### src/rtl/rom_rd_arbiter_if.sv
// ---------------------------------------------------------------------------
// rom_rd_arbiter_if
//   Requester-side bus of the ROM read arbiter: one valid/ready request
//   handshake plus a registered response pulse per requester.
//
//   req_valid [N_REQ]    requester -> arbiter  read pending, bit per requester
//   req_addr  [3*N_REQ]  requester -> arbiter  3-bit ROM address per requester
//   req_ready [N_REQ]    arbiter -> requester  request accepted this cycle
//   rsp_valid [N_REQ]    arbiter -> requester  one-cycle response pulse
//   rsp_data  [8]        arbiter -> requester  read data, shared by all
//
//   master : requester side, slave : arbiter side
// ---------------------------------------------------------------------------
interface rom_rd_arbiter_if #(
  parameter int N_REQ = 4
);
  logic [N_REQ-1:0]   req_valid;
  logic [3*N_REQ-1:0] req_addr;
  logic [N_REQ-1:0]   req_ready;
  logic [N_REQ-1:0]   rsp_valid;
  logic [7:0]         rsp_data;

  modport master (
    output req_valid, req_addr,
    input  req_ready, rsp_valid, rsp_data
  );

  modport slave (
    input  req_valid, req_addr,
    output req_ready, rsp_valid, rsp_data
  );
endinterface

### src/rtl/rom_rd_arbiter.sv
// ---------------------------------------------------------------------------
// rom_rd_arbiter
//   Shares one 8-entry x 8-bit registered lookup ROM between N_REQ requesters.
//   Round-robin grant in IDLE, one ROM access in ISSUE, capture of the ROM
//   word in WAIT; the response pulse appears as the FSM returns to IDLE, so a
//   read takes 3 cycles from accept to response.
//
//   clk               in   clock, rising edge
//   rst               in   asynchronous active-high reset
//   bus               slave modport of rom_rd_arbiter_if (requester side)
//   rom_enable        out  ROM read enable, high only in ISSUE
//   rom_addr_oneshot  out  one-hot ROM address, always exactly one bit set
//   rom_dout          in   ROM data, registered inside the ROM (1 cycle)
// ---------------------------------------------------------------------------
module rom_rd_arbiter #(
  parameter int N_REQ = 4
) (
  input  logic                 clk,
  input  logic                 rst,
  rom_rd_arbiter_if.slave      bus,
  output logic                 rom_enable,
  output logic [7:0]           rom_addr_oneshot,
  input  logic [7:0]           rom_dout
);

  localparam int IW = $clog2(N_REQ);

  localparam logic [1:0] IDLE  = 2'd0;
  localparam logic [1:0] ISSUE = 2'd1;
  localparam logic [1:0] WAIT  = 2'd2;

  logic [1:0]    state;
  logic [IW-1:0] last_grant;
  logic [IW-1:0] lat_idx;
  logic [2:0]    lat_addr;

  logic          found;
  logic [IW-1:0] winner;
  logic [2:0]    win_addr;
  logic          accept;

  // Round-robin search: first pass looks only above the last grant, second
  // pass wraps to the lowest index. This is the same order as counting up
  // from last_grant+1 modulo N_REQ, without needing a modulo operator.
  // NOTE: every variable driven here gets a default first so no latch is
  // inferred on the paths where no requester is valid.
  always_comb begin
    found    = 1'b0;
    winner   = '0;
    win_addr = '0;
    for (int i = 0; i < N_REQ; i++) begin
      if (!found && bus.req_valid[i] && (IW'(i) > last_grant)) begin
        found    = 1'b1;
        winner   = IW'(i);
        win_addr = bus.req_addr[3*i +: 3];
      end
    end
    for (int i = 0; i < N_REQ; i++) begin
      if (!found && bus.req_valid[i]) begin
        found    = 1'b1;
        winner   = IW'(i);
        win_addr = bus.req_addr[3*i +: 3];
      end
    end
  end

  assign accept = (state == IDLE) && found;

  always_comb begin
    bus.req_ready = '0;
    if (accept) bus.req_ready[winner] = 1'b1;
  end

  assign rom_enable = (state == ISSUE);

  // lat_addr only changes on accept, so the one-hot code holds the last
  // issued address between reads and is 0x01 straight out of reset.
  assign rom_addr_oneshot = 8'h01 << lat_addr;

  // NOTE: sequential state uses non-blocking assignments only, so every
  // register samples pre-edge values regardless of statement order.
  always_ff @(posedge clk or posedge rst) begin
    if (rst) begin
      state         <= IDLE;
      last_grant    <= IW'(N_REQ - 1);
      lat_idx       <= '0;
      lat_addr      <= '0;
      bus.rsp_valid <= '0;
      bus.rsp_data  <= '0;
    end else begin
      bus.rsp_valid <= '0;
      case (state)
        IDLE: begin
          if (accept) begin
            lat_idx    <= winner;
            lat_addr   <= win_addr;
            last_grant <= winner;
            state      <= ISSUE;
          end
        end
        ISSUE: state <= WAIT;
        WAIT: begin
          bus.rsp_data           <= rom_dout;
          bus.rsp_valid[lat_idx] <= 1'b1;
          state                  <= IDLE;
        end
        default: state <= IDLE;
      endcase
    end
  end

endmodule

### src/flat_wrapper.sv
// flat-port wrapper written by rule: the top's interface ports become plain ports
module rom_rd_arbiter_flat 
#(
  parameter int N_REQ = 4
)
  (clk, rst, rom_enable, rom_addr_oneshot, rom_dout, bus_req_valid, bus_req_addr, bus_req_ready, bus_rsp_valid, bus_rsp_data);
  rom_rd_arbiter_if #(.N_REQ(N_REQ)) bus_i ();
  input  logic clk;
  input  logic rst;
  output logic rom_enable;
  output logic [7:0] rom_addr_oneshot;
  input  logic [7:0] rom_dout;
  input wire logic [$bits(bus_i.req_valid)-1:0] bus_req_valid;
  input wire logic [$bits(bus_i.req_addr)-1:0] bus_req_addr;
  output wire logic [$bits(bus_i.req_ready)-1:0] bus_req_ready;
  output wire logic [$bits(bus_i.rsp_valid)-1:0] bus_rsp_valid;
  output wire logic [$bits(bus_i.rsp_data)-1:0] bus_rsp_data;
  assign bus_i.req_valid = bus_req_valid;
  assign bus_i.req_addr = bus_req_addr;
  assign bus_req_ready = bus_i.req_ready;
  assign bus_rsp_valid = bus_i.rsp_valid;
  assign bus_rsp_data = bus_i.rsp_data;
  rom_rd_arbiter #(.N_REQ(N_REQ)) u_core (.clk(clk), .rst(rst), .bus(bus_i), .rom_enable(rom_enable), .rom_addr_oneshot(rom_addr_oneshot), .rom_dout(rom_dout));
endmodule
### config.mk
export PLATFORM = sky130hd
export DESIGN_NAME = rom_rd_arbiter_flat
export DESIGN_NICKNAME = d
export VERILOG_FILES = /design/src/rtl/rom_rd_arbiter_if.sv /design/src/rtl/rom_rd_arbiter.sv /design/src/flat_wrapper.sv
export SDC_FILE = /design/constraint.sdc
export NUM_CORES = 1
export LEC_CHECK = 0
export CORE_AREA = 2 2 50 63
export CTS_CLUSTER_DIAMETER = 40
export DETAILED_ROUTE_END_ITERATION = 8
export DIE_AREA = 0 0 52 65
export GPL_TIMING_DRIVEN = 0
export MAX_ROUTING_LAYER = met4
export PLACE_DENSITY = 0.87
export SLEW_MARGIN = 20
export SYNTH_ARGS = -nofsm -noshare
export SYNTH_HDL_FRONTEND = slang
export SYNTH_SLANG_ARGS = --single-unit
### constraint.sdc
create_clock -name clk -period 5.5 [get_ports clk]
set_clock_uncertainty 0.2 [all_clocks]
set_input_delay 1.375 -clock clk [delete_from_list [all_inputs] [get_ports clk]]
set_output_delay 1.375 -clock clk [all_outputs]
set_load 0.01 [all_outputs]
==> flow_metrics.env, run 1 <==
export IMPL_cts_tree="done"
export IMPL_syn_to_final_growth_pct=45.54
export IMPL_rows=22
export IMPL_ios=51
export IMPL_whs_endpoint="u_core.bus.rsp_valid[2]$_DFF_PP0_"
export IMPL_synthesis_nets=152
export IMPL_clock_root_buffer="clkbuf_4"
export IMPL_min_path_cells=1
export IMPL_startpoint_type="primary input"
export IMPL_p_comb_share_pct=60.9
export IMPL_setup_tns_ns=0
export IMPL_rsz0062_at_grt="no"
export IMPL_status="completed"
export IMPL_wl_um=3202
export IMPL_fin_crit_sh_pct=92.26
export IMPL_worst_slack_ns=0.4259
export IMPL_start_util_pct=43.51
export IMPL_place_hpwl_um=2575
export IMPL_ctsLongestPathBuffers=2
export IMPL_grt_pass1_wl_um=5009
export IMPL_peakVddDrop_v=0.0002636
export IMPL_power_density_nw_per_um2=487.6
export IMPL_swShare_pct=37.87
export IMPL_critPathCaptureType="primary output"
export IMPL_viasPerCell=5.302
export IMPL_place_gp_congestion=0.9289
export IMPL_yosys_warnings=0
export IMPL_setup_viol=0
export IMPL_min_path_type="reg -> reg"
export IMPL_synthCells=126
export IMPL_drt_first_iter_violations=31
export IMPL_maxSlewHeadroom_pct=49.01
export IMPL_fin_util_pct=63.33
export IMPL_critical_path_max_stage_delay_ns=0.64
export IMPL_clock_latency_ns=0.29
export IMPL_post_drt_wl_per_cell_um=14.89
export IMPL_vias=1140
export IMPL_intPower_mw=0.5439
export IMPL_hold_buffers=0
export IMPL_die_y_um=65
export IMPL_grt_overflow_total=0
export IMPL_ctsResizeCount=0
export IMPL_worstPathMaxFanout=8
export IMPL_r2r_end="u_core.lat_idx[0]$_DFFE_PP0P_"
export IMPL_post_cts_buffers=0
export IMPL_crit_top_cell="clkdlybuf4s50_1"
export IMPL_r2r_start="u_core.last_grant[1]$_DFFE_PP1P_"
export IMPL_critPathArrivalTime_ns=3.50
export IMPL_cp_cell_sequence="clkdlybuf4s50_1 -> nand2b_1 -> o21ai_0 -> a21oi_1 -> nand2_1 -> nor2_1 -> clkdlybuf4s50_1"
export IMPL_syn_area_um2=1234
export IMPL_worst_path_buf_inv=2
export IMPL_p_switching_mw=0.3315
export IMPL_maxCapViolCount=0
export IMPL_ant_nets=0
export IMPL_route_detailed_drc=0
export IMPL_critical_path_slowest_cell="clkdlybuf4s50_1"
export IMPL_antenna_diode_count=0
export IMPL_htree_levels=1
export IMPL_clk_pin_slew_worst_paths_ns=0.10
export IMPL_core_area_um2=2835
export IMPL_drt_first_pass_iters=4
export IMPL_fin_crit_ns=5.074
export IMPL_worstRegToRegCells=6
export IMPL_timing_reg2reg_setup_slack_ns=3.49
export IMPL_final_layout_size_suffix_gt1_share_pct=14.53
export IMPL_critPathTopFamily="buffers and inverters"
export IMPL_min_delay_start="u_core.lat_idx[0]$_DFFE_PP0P_"
export IMPL_seq_power_share_pct=31.1
export IMPL_slew_viol_final=0
export IMPL_synthDistinctLibCells=35
export IMPL_cts_sinks=21
export IMPL_dieArea_um2=3380
export IMPL_synth_seq_area_share_pct=42.80
export IMPL_io_buffers=49
export IMPL_antenna_found_initial=0
export IMPL_cts_buffers=3
export IMPL_worst_slew_pin_slew_ns=0.7640
export IMPL_clkPwrFrac_pct=8.1
export IMPL_p_leak_nw=0.7735
export IMPL_crit_required_ns=3.92
export IMPL_fillers=232
export IMPL_post_place_ws_ns=0.4437
export IMPL_dieWidth_um=52
export IMPL_max_freq_mhz=197.1
export IMPL_hold_viol_final=0
export IMPL_ys_ff_latch=21
export IMPL_synth_avg_cell_area_um2=9.791
export IMPL_grt_pass1_vias=1096
export IMPL_grt_max_degree=22
export IMPL_path_class="in -> out"
export IMPL_track_usage_pct=20.19
export IMPL_nets=206
-- cells by family (layout without fill, tap and decap cells) --
kind of cell | Yosys count | in the layout | share of synthesized area (%)
compound gates | 30 | 30 | 19.07
buf+inv | 19 | 72 | 7.404
flops | 21 | 21 | 42.80
mux | 12 | 12 | 10.55
simple gates | 44 | 44 | 20.18
-- how the worst max path moves through the flow --
stage | start | to | slack, ns | cells past startpoint
after CTS | bus_req_valid[2] | bus_req_ready[0] | 0.44 | 8
after global routing | bus_req_valid[0] | bus_req_ready[3] | 0.29 | 7
after detailed placement | bus_req_valid[2] | bus_req_ready[0] | 0.44 | 8
after floorplan | bus_req_valid[1] | bus_req_ready[3] | 1.52 | 6
final | bus_req_valid[2] | bus_req_ready[0] | 0.43 | 7
after global placement | bus_req_valid[2] | bus_req_ready[0] | 0.49 | 8
-- layout by cell type (no fill, tap or decap), drive strengths merged --
cell type      synthesis  layout
nor3                   3       3
dfrtp                 19      19
buf                    5       5
nand2                 12      12
clkinv                 1       1
mux2                   8       8
clkdlybuf4s50          0      49
o21ai                  5       5
nand2b                 2       2
nor3b                  4       4
o2111a                 1       1
a21oi                  4       4
a221oi                 1       1
clkbuf                 3       7
a211oi                 5       5
dfstp                  2       2
inv                   10      10
o21a                   2       2
a211o                  1       1
nor2                   9       9
and3                   3       3
nor2b                  4       4
o22ai                  1       1
o32ai                  3       3
a31oi                  4       4
a22oi                  1       1
mux2i                  4       4
o221ai                 2       2
or4                    1       1
and3b                  6       6
-- state kept, by name (all words and copies together) (netlist names) --
name	count
u_core.bus.rsp_data	8
u_core.bus.rsp_valid	4
u_core.lat_addr	3
u_core.last_grant	2
u_core.lat_idx	2
u_core.state	2
-- worst reg2reg max path, stage by stage (launching register included) --
cell and delay (ns):
dfstp_2 0.60, buf_2 0.23, mux2i_1 0.21, o22ai_1 0.10
a21oi_1 0.29, nand2_1 0.16, o21a_1 0.13
-- cell usage after synthesis, drive strengths merged --
master | number | area, um2
mux2 | 8 | 90.09
nor2 | 9 | 36.29
o21ai | 5 | 25.02
clkinv | 1 | 8.760
inv | 10 | 37.54
or4 | 1 | 11.26
o2111a | 1 | 11.26
o221ai | 2 | 23.77
a21oi | 4 | 20.02
nand2b | 2 | 12.51
a221oi | 1 | 15.01
nor2b | 4 | 25.02
dfstp | 2 | 52.55
a211o | 1 | 17.52
clkbuf | 3 | 11.26
nor3 | 3 | 15.01
o21a | 2 | 15.01
nand2 | 12 | 47.55
and3 | 3 | 18.77
a31oi | 4 | 25.02
a22oi | 1 | 7.510
and3b | 6 | 52.55
mux2i | 4 | 40.04
o22ai | 1 | 6.260
dfrtp | 19 | 475.5
nor3b | 4 | 30.03
buf | 5 | 33.78
a211oi | 5 | 42.54
o32ai | 3 | 26.28
-- power by group through the flow --
stage / Clock (mW) / Combinational (mW) / Sequential [mW]
floorplan: 0 / 0.298 / 0.284
global placement: 0 / 0.513 / 0.270
detailed placement: 0 / 0.534 / 0.275
CTS: 0.0720 / 0.534 / 0.273
global route: 0.0796 / 0.574 / 0.281
finish: 0.0706 / 0.533 / 0.272
-- through the flow --
step,instance area (um2),std cells,power (mW),hold slack (ns)
3_3_place_gp,1769,211,0.7830,0.2793
3_5_place_dp,1769,211,0.8091,0.2842
4_1_cts,1795,215,0.8788,0.2988
6_report,1795,215,0.8755,0.2971
2_1_floorplan,1234,126,0.5824,0.2493
5_1_grt,1795,215,0.9349,0.3164
-- per-layer routing --
metal,global-route usage (%),part of all wire [%],vias to the layer above
li1,-,-,554
met1,20.56,39,535
met2,37.50,54,45
met3,2.304,5.3,6
met4,8.882,1.7,0
met5,-,0,-
-- cell type report --
type                    count  area, um2  share of cell area, %
clock buffers               4      26.28                  1.463
well taps                  36      45.04                  2.509
multi-input cells          86      614.3                  34.22
plain buffers               8      45.04                  2.509
repair buffers             49      490.5                  27.32
inverters                  11      46.29                  2.578
flip-flops and latches     21      528.0                  29.41
Power figures use the tool's default switching activity.
==> run 2, diff against run 1 <==
--- a/config.mk
+++ b/config.mk
@@ -12,6 +12,7 @@
 export GPL_TIMING_DRIVEN = 0
 export MAX_ROUTING_LAYER = met4
 export PLACE_DENSITY = 0.87
+export REMOVE_ABC_BUFFERS = 1
 export SLEW_MARGIN = 20
 export SYNTH_ARGS = -nofsm -noshare
 export SYNTH_HDL_FRONTEND = slang
==> run 2 against run 1 <==
  * Via count is 2.0% lower
  * Critical path type unchanged
  * Non-clock buffer count is 7 lower
  * Combinational power is 13% lower
  * Design area is 1.9% lower
==> flow_metrics.env, run 2 (same netlist as run 1, synthesis figures left out) <==
export IMPL_p_leak_nw=0.7526
export IMPL_ctsResizeCount=0
export IMPL_syn_to_final_growth_pct=42.80
export IMPL_dieWidth_um=52
export IMPL_post_drt_wl_per_cell_um=13.55
export IMPL_fin_area_um2=1762
export IMPL_post_cts_buffers=0
export IMPL_ant_nets=0
export IMPL_die_y_um=65
export IMPL_maxSlewHeadroom_pct=43.56
export IMPL_cts_sinks=21
export IMPL_fin_util_pct=62.14
export IMPL_maxCapViolCount=0
export IMPL_start_util_pct=43.51
export IMPL_largest_reg_flops=8
export IMPL_grt_overflow_total=0
export IMPL_startpoint_type="primary input"
export IMPL_vias=1117
export IMPL_wl_um=2818
export IMPL_final_common_cell="clkdlybuf4s50_1"
export IMPL_cts_tree="done"
export IMPL_grt_pass1_wl_um=4540
export IMPL_clock_root_buffer="clkbuf_4"
export IMPL_cts_buffers=3
export IMPL_swShare_pct=38.08
export IMPL_seqCellArea_um2=528.0
export IMPL_dieArea_um2=3380
export IMPL_regMostFlops="u_core.bus.rsp_data"
export IMPL_fillers=241
export IMPL_min_path_cells=1
export IMPL_power_density_nw_per_um2=479.3
export IMPL_timing_reg2reg_setup_slack_ns=3.49
export IMPL_clkPwrFrac_pct=8.6
export IMPL_whs_endpoint="u_core.bus.rsp_valid[2]$_DFF_PP0_"
export IMPL_route_detailed_drc=0
export IMPL_slew_viol_final=0
export IMPL_worst_slack_ns=0.3537
export IMPL_placed_area_um2=1734
export IMPL_io_buffers=50
export IMPL_place_gp_congestion=0.8481
export IMPL_intPower_mw=0.5228
export IMPL_reg_largest_list="u_core.bus.rsp_data x8, u_core.bus.rsp_valid x4, u_core.lat_addr x3"
export IMPL_mostFrequentLayoutCells="50 x clkdlybuf4s50_1, 19 x dfrtp_1, 11 x nand2_1, 10 x inv_1"
export IMPL_worstPathMaxFanout=10
export IMPL_critPathCaptureType="primary output"
export IMPL_min_path_type="reg -> reg"
export IMPL_status="completed"
export IMPL_hold_viol_final=0
export IMPL_rsz0062_at_grt="no"
export IMPL_clk_pin_slew_worst_paths_ns=0.11
export IMPL_ios=51
export IMPL_critPathArrivalTime_ns=3.57
export IMPL_seq_power_share_pct=36.6
export IMPL_grt_max_degree=22
export IMPL_final_layout_size_suffix_gt1_share_pct=12.79
export IMPL_hold_buffers=0
export IMPL_place_hpwl_um=2299
export IMPL_grt_pass1_vias=1094
export IMPL_path_class="in -> out"
export IMPL_max_freq_mhz=194.3
export IMPL_p_comb_share_pct=54.7
export IMPL_antenna_diode_count=0
export IMPL_fin_crit_sh_pct=93.57
export IMPL_worstRegToRegCells=5
export IMPL_setup_tns_ns=0
export IMPL_core_area_um2=2835
export IMPL_nets=199
export IMPL_min_delay_start="u_core.lat_idx[0]$_DFFE_PP0P_"
export IMPL_viasPerCell=5.370
export IMPL_dpl_cell_count=204
export IMPL_worst_slew_pin_slew_ns=0.8449
export IMPL_clock_latency_ns=0.30
export IMPL_post_place_ws_ns=0.3644
export IMPL_htree_levels=1
export IMPL_p_switching_mw=0.3215
export IMPL_final_cells=208
export IMPL_fin_crit_ns=5.146
export IMPL_antenna_found_initial=0
export IMPL_peakVddDrop_v=0.0002144
export IMPL_r2r_start="u_core.last_grant[1]$_DFFE_PP1P_"
export IMPL_ctsLongestPathBuffers=2
export IMPL_setup_viol=0
export IMPL_crit_required_ns=3.92
export IMPL_r2r_end="u_core.lat_addr[1]$_DFFE_PP0P_"
export IMPL_rows=22
export IMPL_drt_first_iter_violations=14
export IMPL_drt_first_pass_iters=4
export IMPL_track_usage_pct=17.83
export IMPL_multi_input_area_um2=614.3
## run 2: changes by cell type in the layout (fill, tap and decap cells not counted)
| cell | previous run | this run |
|---|---|---|
| buf_6 | 1 | 0 |
| buf_4 | 1 | 0 |
| buf_2 | 3 | 0 |
| clkinv_2 | 0 | 1 |
| clkbuf_1 | 4 | 0 |
| clkdlybuf4s50_1 | 49 | 50 |
## run 2: stage by stage
step / hold slack [ns] / total power, mW
floorplan: 0.2493 / 0.5561
global placement: 0.2667 / 0.7559
detailed placement: 0.2746 / 0.7773
CTS: 0.2917 / 0.8497
global route: 0.3331 / 0.9026
finish: 0.2892 / 0.8443
## run 2: cell type report
| class | instances | area share, % |
|---|---|---|
| Multi-Input combinational cell | 86 | 34.87 |
| Timing Repair Buffer | 50 | 28.41 |
| Sequential cell | 21 | 29.97 |
| Tap cell | 36 | 2.557 |
| Clock inverter | 1 | 0.2841 |
| Clock buffer | 3 | 1.278 |
| Inverter | 11 | 2.628 |
## run 2: worst max path at each step
stage / from / endpoint / slack (ns) / cells past startpoint
2_1_floorplan: bus_req_valid[1] / bus_req_ready[3] / 1.67 / 5
3_3_place_gp: bus_req_valid[1] / bus_req_ready[3] / 0.46 / 7
3_5_place_dp: bus_req_valid[1] / bus_req_ready[3] / 0.36 / 7
4_1_cts: bus_req_valid[1] / bus_req_ready[3] / 0.36 / 7
5_1_grt: bus_req_valid[1] / bus_req_ready[3] / 0.15 / 7
6_report: bus_req_valid[1] / bus_req_ready[3] / 0.35 / 7
## run 2: metal layers
metal | wire, um | track usage, % | share of wire [%] | vias up
met5 | 0 | - | 0 | -
met4 | 65 | 7.566 | 2.3 | 0
met3 | 204 | 2.074 | 7.2 | 7
met2 | 1472 | 33.86 | 52 | 44
met1 | 1076 | 17.58 | 38 | 516
li1 | - | - | - | 550
## run 2: power groups by stage
stage	clock (mW)	sequential [mW]	combinational [mW]
after CTS	0.0746	0.309	0.466
final	0.0729	0.309	0.462
after floorplan	0	0.311	0.245
after detailed placement	0	0.312	0.466
after global routing	0.0808	0.321	0.501
after global placement	0	0.303	0.453
## run 2: worst max-delay path, cell delays in order
cell and delay (ns):
clkdlybuf4s50_1 0.56, o21ai_0 0.22, o21ai_0 0.11, a211oi_1 0.47
nand2_1 0.16, nor2_1 0.13, clkdlybuf4s50_1 0.54
==> edit: new RTL, config.mk and constraints of run 2 <==
Reset style: synchronous (`rst`), changed in one clocked block. Comments in the files are not updated.
--- a/src/rtl/rom_rd_arbiter.sv
+++ b/src/rtl/rom_rd_arbiter.sv
@@ -81,3 +81,3 @@
   // register samples pre-edge values regardless of statement order.
-  always_ff @(posedge clk or posedge rst) begin
+  always_ff @(posedge clk) begin
     if (rst) begin
Formal check against the unedited RTL: differs if rst is asserted again (counterexample within 4 cycles, from zero or initial values and one cycle with rst high); with rst held inactive, the same outputs for 10 cycles.
==> edit against run 2 <==
- setup slack lost 69 ps
- wire length increased by 10%
- sequential cell count is the same
- register-to-register slack got worse by 20 ps
- design area is 0.50% lower
- area after synthesis is 1.0% lower
- count of clock-buffer cells in the layout stayed put
- first-iteration DRC count rose to 5.4 times the old value
- global-route usage rose by 0.81 points
- largest cell class unchanged
Power is not compared: it rests on default switching activity, and its combinational part moved more than twofold at a synthesized area within 25%.
==> edit: results <==
{
  "synth_ff_type": "dfxtp_1",
  "grt_pass1_vias": 1171,
  "min_path_type": "reg -> reg",
  "n_antenna_cell": 0,
  "ys_top_cells_by_count": "nand2_1, dfxtp_1, a21oi_1",
  "antenna_found_initial": 0,
  "port_buffers": 50,
  "synth_edf_count": 0,
  "viasPerCell": 5.76,
  "dr.pass1.iters": 4,
  "power.leakage_nw": 0.624,
  "cts_buffers": 3,
  "gr-usage-all-layers_pct": 18.6,
  "synth-seq-area-share_pct": 34.4,
  "cts_root_buf": "clkbuf_4",
  "place.gp.congestion": 0.866,
  "cp.arrival_ps": 3640,
  "fin_nets": 227,
  "top_regs": "u_core.bus.rsp_data (8), u_core.bus.rsp_valid (4), u_core.lat_addr (3)",
  "htree_levels": 1,
  "clock_path_buffers": 2,
  "drv_cap": 0,
  "slew_headroom_pct": 53.2,
  "yosysWarnings": 0,
  "worst_r2r_path_depth": 5,
  "grt_max_degree": 20,
  "largest_register": "u_core.bus.rsp_data",
  "status": "finished clean",
  "grt_overflow": 0,
  "synthDistinctLibCells": 34,
  "final_layout_size_suffix_gt1_share_pct": 6.00,
  "cp_slowest_cell": "clkdlybuf4s50_1",
  "holdPathStages": 2,
  "wl_per_cell_um": 13.2,
  "clkLatencyLatePin_ps": 310,
  "drtIter0Drc": 75,
  "dp_hpwl_um": 2350,
  "grt_pass1_wl_um": 4850,
  "max_stage_delay_ps": 640,
  "vdd_drop_max_uv": 134,
  "path_clk_slew_ps": 120,
  "cp_max_fo": 9,
  "synth_area_leaders": "dfxtp_1, nand2_1, a21oi_1",
  "dpl_cell_area_sq_mm": 0.00171,
  "net-switching-power_w": 0.000126,
  "ys_async_sr_fraction_pct": 0
}
[edit: routing by layer]
| metal | global-route usage (%) | wire length [um] | vias up | share of wire (%) |
|---|---|---|---|---|
| li1 | - | - | 656 | - |
| met1 | 20.5 | 1280 | 612 | 41 |
| met2 | 33.9 | 1530 | 73 | 49 |
| met3 | 0.922 | 208 | 18 | 6.7 |
| met4 | 7.89 | 89 | 0 | 2.9 |
| met5 | - | 0 | - | 0 |
[edit: power by group through the flow]
stage | registers [W] | clock network [W] | logic (W)
global placement | 0.000185 | 0 | 0.000127
detailed placement | 0.000186 | 0 | 0.000131
floorplan | 0.000183 | 0 | 0.0000677
global route | 0.000186 | 0.0000814 | 0.000144
finish | 0.000183 | 0.0000726 | 0.000133
CTS | 0.000183 | 0.0000745 | 0.000131
[edit: critical path, delay by kind of cell]
family | cells | cell delay [ps]
buf+inv | 2 | 1230
simple gates | 2 | 350
compound gates | 3 | 680
[edit: final cells by class]
cell class	count	area (sq um)
sequential	21	420
timing repair buffer	50	500
inverter	5	18.8
clock inverter	1	5.00
fill	247	1080
multi-input combinational	120	741
tap	36	45.0
clock buffer	3	22.5
[edit: kinds of logic after synthesis]
logic type	Yosys count	synth area share [%]
AOI/OAI and AO/OA	51	30.7
buffers and inverters	17	5.84
DFF	21	34.4
and+or+nand+nor	69	29.0
[edit: final timing paths]
check / start / endpoint / slack (ps)
min: u_core.bus.rsp_data[4] / u_core.bus.rsp_data[4] / 260
min reg2reg: u_core.bus.rsp_data[4] / u_core.bus.rsp_data[4] / 260
max: bus_req_valid[0] / bus_req_ready[0] / 280
max reg2reg: u_core.last_grant[1] / u_core.lat_addr[2] / 3470
[edit: timing repair]
item | in CTS | in global routing
setup endpoints to repair | 0 | 2
endpoints found under the hold margin | 0 | 0
setup buffers | 0 | 0
resized for setup | 0 | 2
[edit: through the flow]
stage          total power, W  util, %  hold WS [ps]  worst slack (ps)  cells
2_1_floorplan        0.000251        -           249              1510    146
3_3_place_gp         0.000312     60.5           242               100    232
4_1_cts              0.000388     61.4           266              98.3    236
5_1_grt              0.000411     61.8           288               114    236
6_report             0.000389     61.8           262               285    236
3_5_place_dp         0.000317     60.5           250               108    232
